## config.mk

```make
export PLATFORM = sky130hd
export DESIGN_NAME = i2c_slave_regmap
export DESIGN_NICKNAME = d
export VERILOG_FILES = /design/src/rtl/i2c_pkg.sv /design/src/rtl/i2c_bus_sync.sv /design/src/rtl/i2c_slave_regmap.sv
export SDC_FILE = /design/constraint.sdc
export NUM_CORES = 1
export LEC_CHECK = 0
export CORE_MARGIN = 2
export CORE_UTILIZATION = 45
export DETAILED_ROUTE_END_ITERATION = 6
export DONT_BUFFER_PORTS = 1
export GPL_TIMING_DRIVEN = 0
export MAX_ROUTING_LAYER = met4
export PLACE_DENSITY = 0.63
export SYNTH_ARGS = -nofsm -noshare
export SYNTH_HDL_FRONTEND = slang
export SYNTH_SLANG_ARGS = --single-unit
```

## constraint.sdc

```tcl
create_clock -name clk_50 -period 5.85 [get_ports clk_50]
set_input_delay 0.8775 -clock clk_50 [delete_from_list [all_inputs] [get_ports clk_50]]
set_output_delay 0.8775 -clock clk_50 [all_outputs]
set_load 0.01 [all_outputs]
```

## src/rtl/i2c_pkg.sv

```systemverilog
// Shared I2C definitions: responder FSM states, default bus address and
// register pointer type, common to the I2C responder and the I2C master.
package i2c_pkg;

   // Width of the register pointer carried in the first data byte.
   localparam int PTR_W = 6;

   // Default 7-bit bus address of the register-map responder.
   localparam logic [6:0] SLAVE_ADDR_DEFAULT = 7'h72;

   // Number of SCL rising edges that make up one byte.
   localparam logic [3:0] BITS_PER_BYTE = 4'd8;

   // Byte-level protocol states of the responder.
   typedef enum logic [3:0] {
      ST_IDLE      = 4'd0,
      ST_ADDR      = 4'd1,
      ST_ADDR_ACK  = 4'd2,
      ST_PTR       = 4'd3,
      ST_PTR_ACK   = 4'd4,
      ST_WDATA     = 4'd5,
      ST_WDATA_ACK = 4'd6,
      ST_RDATA     = 4'd7,
      ST_RDATA_ACK = 4'd8
   } i2c_state_e;

   typedef logic [PTR_W-1:0] ptr_t;

   // Post-increment of the register pointer, wrapping from the last
   // implemented register back to register 0.
   function automatic ptr_t ptr_next(input ptr_t p, input int nreg);
      if (int'(p) >= nreg - 1) begin
         return '0;
      end
      return p + 1'b1;
   endfunction

endpackage

```

## src/rtl/i2c_bus_sync.sv

```systemverilog
// Brings the raw SCL/SDA lines into the clk_50 domain and derives the
// SCL edge strobes and the START/STOP conditions from the synchronised
// samples. Strobes are combinational from the flops and last one cycle.
module i2c_bus_sync
   import i2c_pkg::*;
(
   input  logic clk_50,
   input  logic reset,
   input  logic scl_in,
   input  logic sda_in,
   output logic sda,
   output logic scl_rise,
   output logic scl_fall,
   output logic start_det,
   output logic stop_det
);

   // _p0/_p1 are the two synchroniser stages, _p2 is the history flop
   // used only for edge detection.
   logic scl_p0, scl_p1, scl_p2;
   logic sda_p0, sda_p1, sda_p2;

   // Two-flop synchroniser plus history flop; reset to the idle-bus level.
   always_ff @(posedge clk_50) begin
      if (reset) begin
         scl_p0 <= 1'b1;
         scl_p1 <= 1'b1;
         scl_p2 <= 1'b1;
         sda_p0 <= 1'b1;
         sda_p1 <= 1'b1;
         sda_p2 <= 1'b1;
      end else begin
         scl_p0 <= scl_in;
         scl_p1 <= scl_p0;
         scl_p2 <= scl_p1;
         sda_p0 <= sda_in;
         sda_p1 <= sda_p0;
         sda_p2 <= sda_p1;
      end
   end

   // Edge and bus-condition decode; START/STOP need SCL high on both samples.
   always_comb begin
      sda       = sda_p1;
      scl_rise  = scl_p1 & ~scl_p2;
      scl_fall  = ~scl_p1 & scl_p2;
      start_det = scl_p1 & scl_p2 & sda_p2 & ~sda_p1;
      stop_det  = scl_p1 & scl_p2 & ~sda_p2 & sda_p1;
   end

endmodule

```

## src/rtl/i2c_slave_regmap.sv

```systemverilog
// I2C responder exposing a small byte-wide register file. The first byte
// of a write sets the register pointer; following bytes are written with
// pointer post-increment. Reads return bytes from the pointer onwards,
// also post-incrementing. SDA is only ever changed on SCL falling edges.
module i2c_slave_regmap
   import i2c_pkg::*;
#(
   parameter logic [6:0] SLAVE_ADDR = SLAVE_ADDR_DEFAULT,
   parameter int         NREG       = 64
) (
   input  logic             clk_50,
   input  logic             reset,
   input  logic             scl_in,
   input  logic             sda_in,
   output logic             sda_oe,
   output logic             wr_stb,
   output logic [PTR_W-1:0] wr_addr,
   output logic [7:0]       wr_data,
   input  logic [PTR_W-1:0] dbg_addr,
   output logic [7:0]       dbg_data,
   output logic             busy
);

   // Synchronised bus view.
   logic sda;
   logic scl_rise;
   logic scl_fall;
   logic start_det;
   logic stop_det;

   // FSM state.
   i2c_state_e state_q;
   i2c_state_e state_d;

   // Datapath registers.
   logic [3:0] bit_cnt;
   logic [7:0] shreg;
   ptr_t       ptr_q;
   logic       rw_q;
   logic       rdack_q;
   logic       sda_oe_q;
   logic [7:0] regfile [NREG];

   // Per-cycle control decoded from state and bus events.
   logic       sda_oe_d;
   logic       cnt_clr;
   logic       cnt_inc;
   logic       shift_in;
   logic       shift_out;
   logic       load_rd;
   logic       ptr_load;
   logic       wr_en;
   logic       rw_cap;
   logic       rdack_cap;

   logic       byte_done;
   logic       addr_match;
   logic [7:0] rd_byte;

   i2c_bus_sync u_sync (
      .clk_50    (clk_50),
      .reset     (reset),
      .scl_in    (scl_in),
      .sda_in    (sda_in),
      .sda       (sda),
      .scl_rise  (scl_rise),
      .scl_fall  (scl_fall),
      .start_det (start_det),
      .stop_det  (stop_det)
   );

   assign byte_done  = (bit_cnt == BITS_PER_BYTE);
   assign addr_match = (shreg[7:1] == SLAVE_ADDR);
   assign rd_byte    = regfile[ptr_q];
   assign dbg_data   = regfile[dbg_addr];
   assign sda_oe     = sda_oe_q;

   // FSM state register.
   always_ff @(posedge clk_50) begin
      if (reset) begin
         state_q <= ST_IDLE;
      end else begin
         state_q <= state_d;
      end
   end

   // Next-state logic; START and STOP override any SCL edge in the same cycle.
   always_comb begin
      state_d = state_q;
      if (start_det) begin
         state_d = ST_ADDR;
      end else if (stop_det) begin
         state_d = ST_IDLE;
      end else begin
         case (state_q)
            ST_IDLE: begin
               state_d = ST_IDLE;
            end
            ST_ADDR: begin
               if (scl_fall && byte_done) begin
                  state_d = addr_match ? ST_ADDR_ACK : ST_IDLE;
               end
            end
            ST_ADDR_ACK: begin
               if (scl_fall) begin
                  state_d = rw_q ? ST_RDATA : ST_PTR;
               end
            end
            ST_PTR: begin
               if (scl_fall && byte_done) begin
                  state_d = ST_PTR_ACK;
               end
            end
            ST_PTR_ACK: begin
               if (scl_fall) begin
                  state_d = ST_WDATA;
               end
            end
            ST_WDATA: begin
               if (scl_fall && byte_done) begin
                  state_d = ST_WDATA_ACK;
               end
            end
            ST_WDATA_ACK: begin
               if (scl_fall) begin
                  state_d = ST_WDATA;
               end
            end
            ST_RDATA: begin
               if (scl_fall && byte_done) begin
                  state_d = ST_RDATA_ACK;
               end
            end
            ST_RDATA_ACK: begin
               if (scl_fall) begin
                  state_d = rdack_q ? ST_IDLE : ST_RDATA;
               end
            end
            default: begin
               state_d = ST_IDLE;
            end
         endcase
      end
   end

   // Output and datapath control decode; SDA drive changes only on SCL falls.
   always_comb begin
      sda_oe_d  = sda_oe_q;
      cnt_clr   = 1'b0;
      cnt_inc   = 1'b0;
      shift_in  = 1'b0;
      shift_out = 1'b0;
      load_rd   = 1'b0;
      ptr_load  = 1'b0;
      wr_en     = 1'b0;
      rw_cap    = 1'b0;
      rdack_cap = 1'b0;
      busy      = !(state_q == ST_IDLE || state_q == ST_ADDR);

      if (start_det || stop_det) begin
         // Abandon whatever byte was in flight and let go of the bus.
         cnt_clr  = 1'b1;
         sda_oe_d = 1'b0;
      end else begin
         case (state_q)
            ST_ADDR, ST_PTR, ST_WDATA: begin
               if (scl_rise) begin
                  shift_in = 1'b1;
                  cnt_inc  = 1'b1;
               end
               if (scl_fall && byte_done) begin
                  cnt_clr = 1'b1;
                  if (state_q == ST_ADDR) begin
                     sda_oe_d = addr_match;
                     rw_cap   = addr_match;
                  end else if (state_q == ST_PTR) begin
                     sda_oe_d = 1'b1;
                     ptr_load = 1'b1;
                  end else begin
                     sda_oe_d = 1'b1;
                     wr_en    = 1'b1;
                  end
               end
            end
            ST_ADDR_ACK, ST_PTR_ACK, ST_WDATA_ACK: begin
               if (scl_fall) begin
                  cnt_clr  = 1'b1;
                  sda_oe_d = 1'b0;
                  if (state_q == ST_ADDR_ACK && rw_q) begin
                     // First read byte goes out on the fall that ends the ACK.
                     load_rd  = 1'b1;
                     sda_oe_d = ~rd_byte[7];
                  end
               end
            end
            ST_RDATA: begin
               if (scl_rise) begin
                  cnt_inc = 1'b1;
               end
               if (scl_fall) begin
                  if (byte_done) begin
                     cnt_clr  = 1'b1;
                     sda_oe_d = 1'b0;
                  end else begin
                     shift_out = 1'b1;
                     sda_oe_d  = ~shreg[6];
                  end
               end
            end
            ST_RDATA_ACK: begin
               if (scl_rise) begin
                  rdack_cap = 1'b1;
               end
               if (scl_fall) begin
                  cnt_clr  = 1'b1;
                  sda_oe_d = 1'b0;
                  if (!rdack_q) begin
                     load_rd  = 1'b1;
                     sda_oe_d = ~rd_byte[7];
                  end
               end
            end
            default: begin
               sda_oe_d = 1'b0;
            end
         endcase
      end
   end

   // Bit counter, shift register, pointer, SDA drive and write strobe.
   always_ff @(posedge clk_50) begin
      if (reset) begin
         bit_cnt  <= '0;
         shreg    <= '0;
         ptr_q    <= '0;
         rw_q     <= 1'b0;
         rdack_q  <= 1'b1;
         sda_oe_q <= 1'b0;
         wr_stb   <= 1'b0;
         wr_addr  <= '0;
         wr_data  <= '0;
      end else begin
         sda_oe_q <= sda_oe_d;
         wr_stb   <= wr_en;

         if (cnt_clr) begin
            bit_cnt <= '0;
         end else if (cnt_inc) begin
            bit_cnt <= bit_cnt + 4'd1;
         end

         if (shift_in) begin
            shreg <= {shreg[6:0], sda};
         end else if (shift_out) begin
            shreg <= {shreg[6:0], 1'b0};
         end else if (load_rd) begin
            shreg <= rd_byte;
         end

         if (rw_cap) begin
            rw_q <= shreg[0];
         end
         if (rdack_cap) begin
            rdack_q <= sda;
         end

         // Bits [7:6] of the pointer byte are deliberately dropped.
         if (ptr_load) begin
            ptr_q <= shreg[PTR_W-1:0];
         end else if (wr_en || load_rd) begin
            ptr_q <= ptr_next(ptr_q, NREG);
         end

         if (wr_en) begin
            wr_addr <= ptr_q;
            wr_data <= shreg;
         end
      end
   end

   // Register file: cleared on reset, written once per completed data byte.
   always_ff @(posedge clk_50) begin
      if (reset) begin
         for (int i = 0; i < NREG; i++) begin
            regfile[i] <= 8'h00;
         end
      end else if (wr_en) begin
         regfile[ptr_q] <= shreg;
      end
   end

endmodule

```

==> impl_metrics.yaml <==
outcome:
  status: "finished with violations"
  violations: "capacitance limit"
die:
  die_w_um: 261.9
  core_area_mm2: 0.06586
  die_h_um: 261.9
  die-area_mm2: 0.06860
  ios: 35
  start_util: 0.4545
  placementRows: 94
power:
  p_per_area_mw_per_mm2: 276.3
  cellLeakagePower_nw: 10.80
  ir_worst_vdd_mv: 0.2146
detailed_routing:
  first_pass_iters: 6
  wl_per_cell_um: 35.67
  ant_nets: 0
  num_vias: 20038
  drtIter0Drc: 3183
  drc: 0
  drt-total-wl_um: 107400
  viasPerCell: 6.655
place:
  routabilityCongestion: 1.025
  port_buffers: 0
  dp_hpwl_um: 79090
  place_ws_ps: 335.6
  post-place-cells: 2897
timing:
  finalHoldViolCount: 0
  finalSetupViolCount: 0
  maxSlewViolCount: 0
  fin_crit_ps: 5673
  finClkSkew_ps: 29.66
  period_share: 0.9698
  tightest_slew_ps: 1495
  tns_ps: 0
  slew_headroom: 0.003476
  max_freq_mhz: 176.3
  fin_ws_ps: 176.9
  rsz0062_at_grt: "false"
layout:
  drive_above_1_share: 0.2351
  instances_no_fill: 3011
  final_util: 0.5002
  final_nets: 2108
  area_delta_synth_final_pct: 10.05
cts:
  clk_latency_ps: 660
  clock_tree.root_cell: "clkbuf_16"
  cts_resized: 0
  cts_setup_buffers: 0
  cts_sinks: 564
  clk_path_buf_depth: 3
  htreeDepth: 2
  cts_hold_buffers: 0
  cts_tree: "built"
  cts_buffers: 60
  clk_pin_slew_ps: 50
worst_setup_path:
  timing.rr.end: "regfile[49][6]$_SDFFCE_PN0P_"
  crit_required_ps: 4970
  critPathArrivalTime_ps: 4800
  end_kind: "output pin"
  reg2reg_from: "bit_cnt[0]$_SDFFE_PP0P_"
  r2r_cells: 8
  r2r_slack_ps: 1470
  criticalPathCategory: "in -> out"
  cp-endpoint: "dbg_data[1]"
  startpoint_type: "primary input"
  crit_start: "dbg_addr[1]"
  crit_fanout: 10
synth:
  synth_compound_area_frac: 0.03482
  synthMuxAreaShare: 0.2296
  synth_top_area_cell: "edfxtp_1"
  synthXorXnorAreaFrac: 0.002048
  ys_warn_count: 0
  ys_top_cells_by_count: "and2_1 (515), edfxtp_1 (512), mux4_2 (295)"
  synth-seq-cells: 564
  synth_top_family_by_area: "multiplexers"
  synth_ff_type: "edfxtp_1"
  synth.area.top_cells: "edfxtp_1 (51%), mux4_2 (22%), and2_1 (11%)"
  synth-adder-area-share: 0.001254
  yosys.area_share.simple: 0.1590
  avgSynthCellArea_um2: 14.72
  synth-edff-count: 512
  ys_types: 56
  netlist.area_leader.share: 0.5136
  async_flop_share: 0
  synth_cells: 2033
  synth_nets: 2046
  syn_area_mm2: 0.02993
  yosysMostFrequentCell: "and2_1"
  ys_seq_area_frac: 0.5484
hold_path:
  hp-class: "in -> reg"
  hold_depth: 1
global_routing:
  overflow: 0
  grt_max_degree: 17
  antenna_found_initial: 5
  grt_use_total: 0.3267
  grt_pass1_vias: 19382
  grt_pass1_wl_um: 149400
flow_run:
  cap_violations: 1
## worst min path at each step
stage	to	startpoint	slack (ps)
floorplan	u_sync.scl_p1$_SDFF_PP1_	u_sync.scl_p0$_SDFF_PP1_	390
global placement	u_sync.sda$_SDFF_PP1_	u_sync.sda_p0$_SDFF_PP1_	410
detailed placement	u_sync.scl_p1$_SDFF_PP1_	u_sync.scl_p0$_SDFF_PP1_	410
CTS	u_sync.sda_p0$_SDFF_PP1_	sda_in	300
global route	u_sync.sda_p0$_SDFF_PP1_	sda_in	320
finish	u_sync.sda_p0$_SDFF_PP1_	sda_in	330
## flip-flops by register name (all words and copies together) (netlist names), 4 cells and up, named ones only
signal and count:
bit_cnt 4, ptr_q 6, regfile 512, shreg 8
state_q 4, wr_addr 6, wr_data 8
## cells by family after synthesis
| family | Yosys count |
|---|---|
| buffers and inverters | 174 |
| xor gates and xnor gates | 7 |
| muxes | 318 |
| and+or+nand+nor | 809 |
| AOI/OAI and AO/OA | 158 |
| DFF | 564 |
| adders and majority gates | 3 |
## power breakdown
part | leakage, nW | internal (mW) | switching (mW)
sequential | 5.41 | 4.55 | 0.104
combinational | 4.45 | 0.283 | 0.389
clock | 0.937 | 2.11 | 1.67
total | 10.8 | 6.94 | 2.16
## layout make-up
cell class | instances | area, µm²
Inverter | 9 | 33.78
Clock buffer | 82 | 1690
Sequential cell | 564 | 16420
Clock inverter | 29 | 219.0
Antenna cell | 3 | 7.507
Tap cell | 864 | 1081
Fill cell | 5575 | 32920
Multi-Input combinational cell | 1295 | 12790
Buffer | 165 | 709.4
## critical path, stage by stage
cell and delay (ps):
buf_2 250, buf_1 1130, clkbuf_1 770, mux4_2 430, mux4_2 520, mux2i_1 510, a21oi_1 290
## metrics by stage
stage / hold WS (ps) / area [µm²] / power (mW)
after floorplan: 389.5 / 29940 / 5.095
after global placement: 411.7 / 31020 / 5.373
after detailed placement: 405.7 / 31030 / 5.384
after CTS: 301.1 / 32940 / 9.081
after global routing: 324.0 / 32940 / 9.271
final: 329.7 / 32940 / 9.102
## cell usage in the layout (no fill, tap or decap), types with 33 or more instances in the layout
master,synthesis,final
buf_2,33,33
nand2_1,53,53
clkbuf_1,110,125
a22oi_1,41,41
dfxtp_1,52,52
edfxtp_1,512,512
clkbuf_16,0,64
and2_1,515,515
a21oi_1,50,50
nor2_1,82,82
mux4_2,295,295
or2_2,70,70
## per-layer routing
metal,vias to the layer above,share of wire,global-route usage
met5,-,0,-
li1,7910,-,-
met2,1576,0.44,0.4666
met3,283,0.13,0.08748
met4,0,0.054,0.1477
met1,10269,0.38,0.4390
Note: power is estimated with default switching activity, not from simulation.
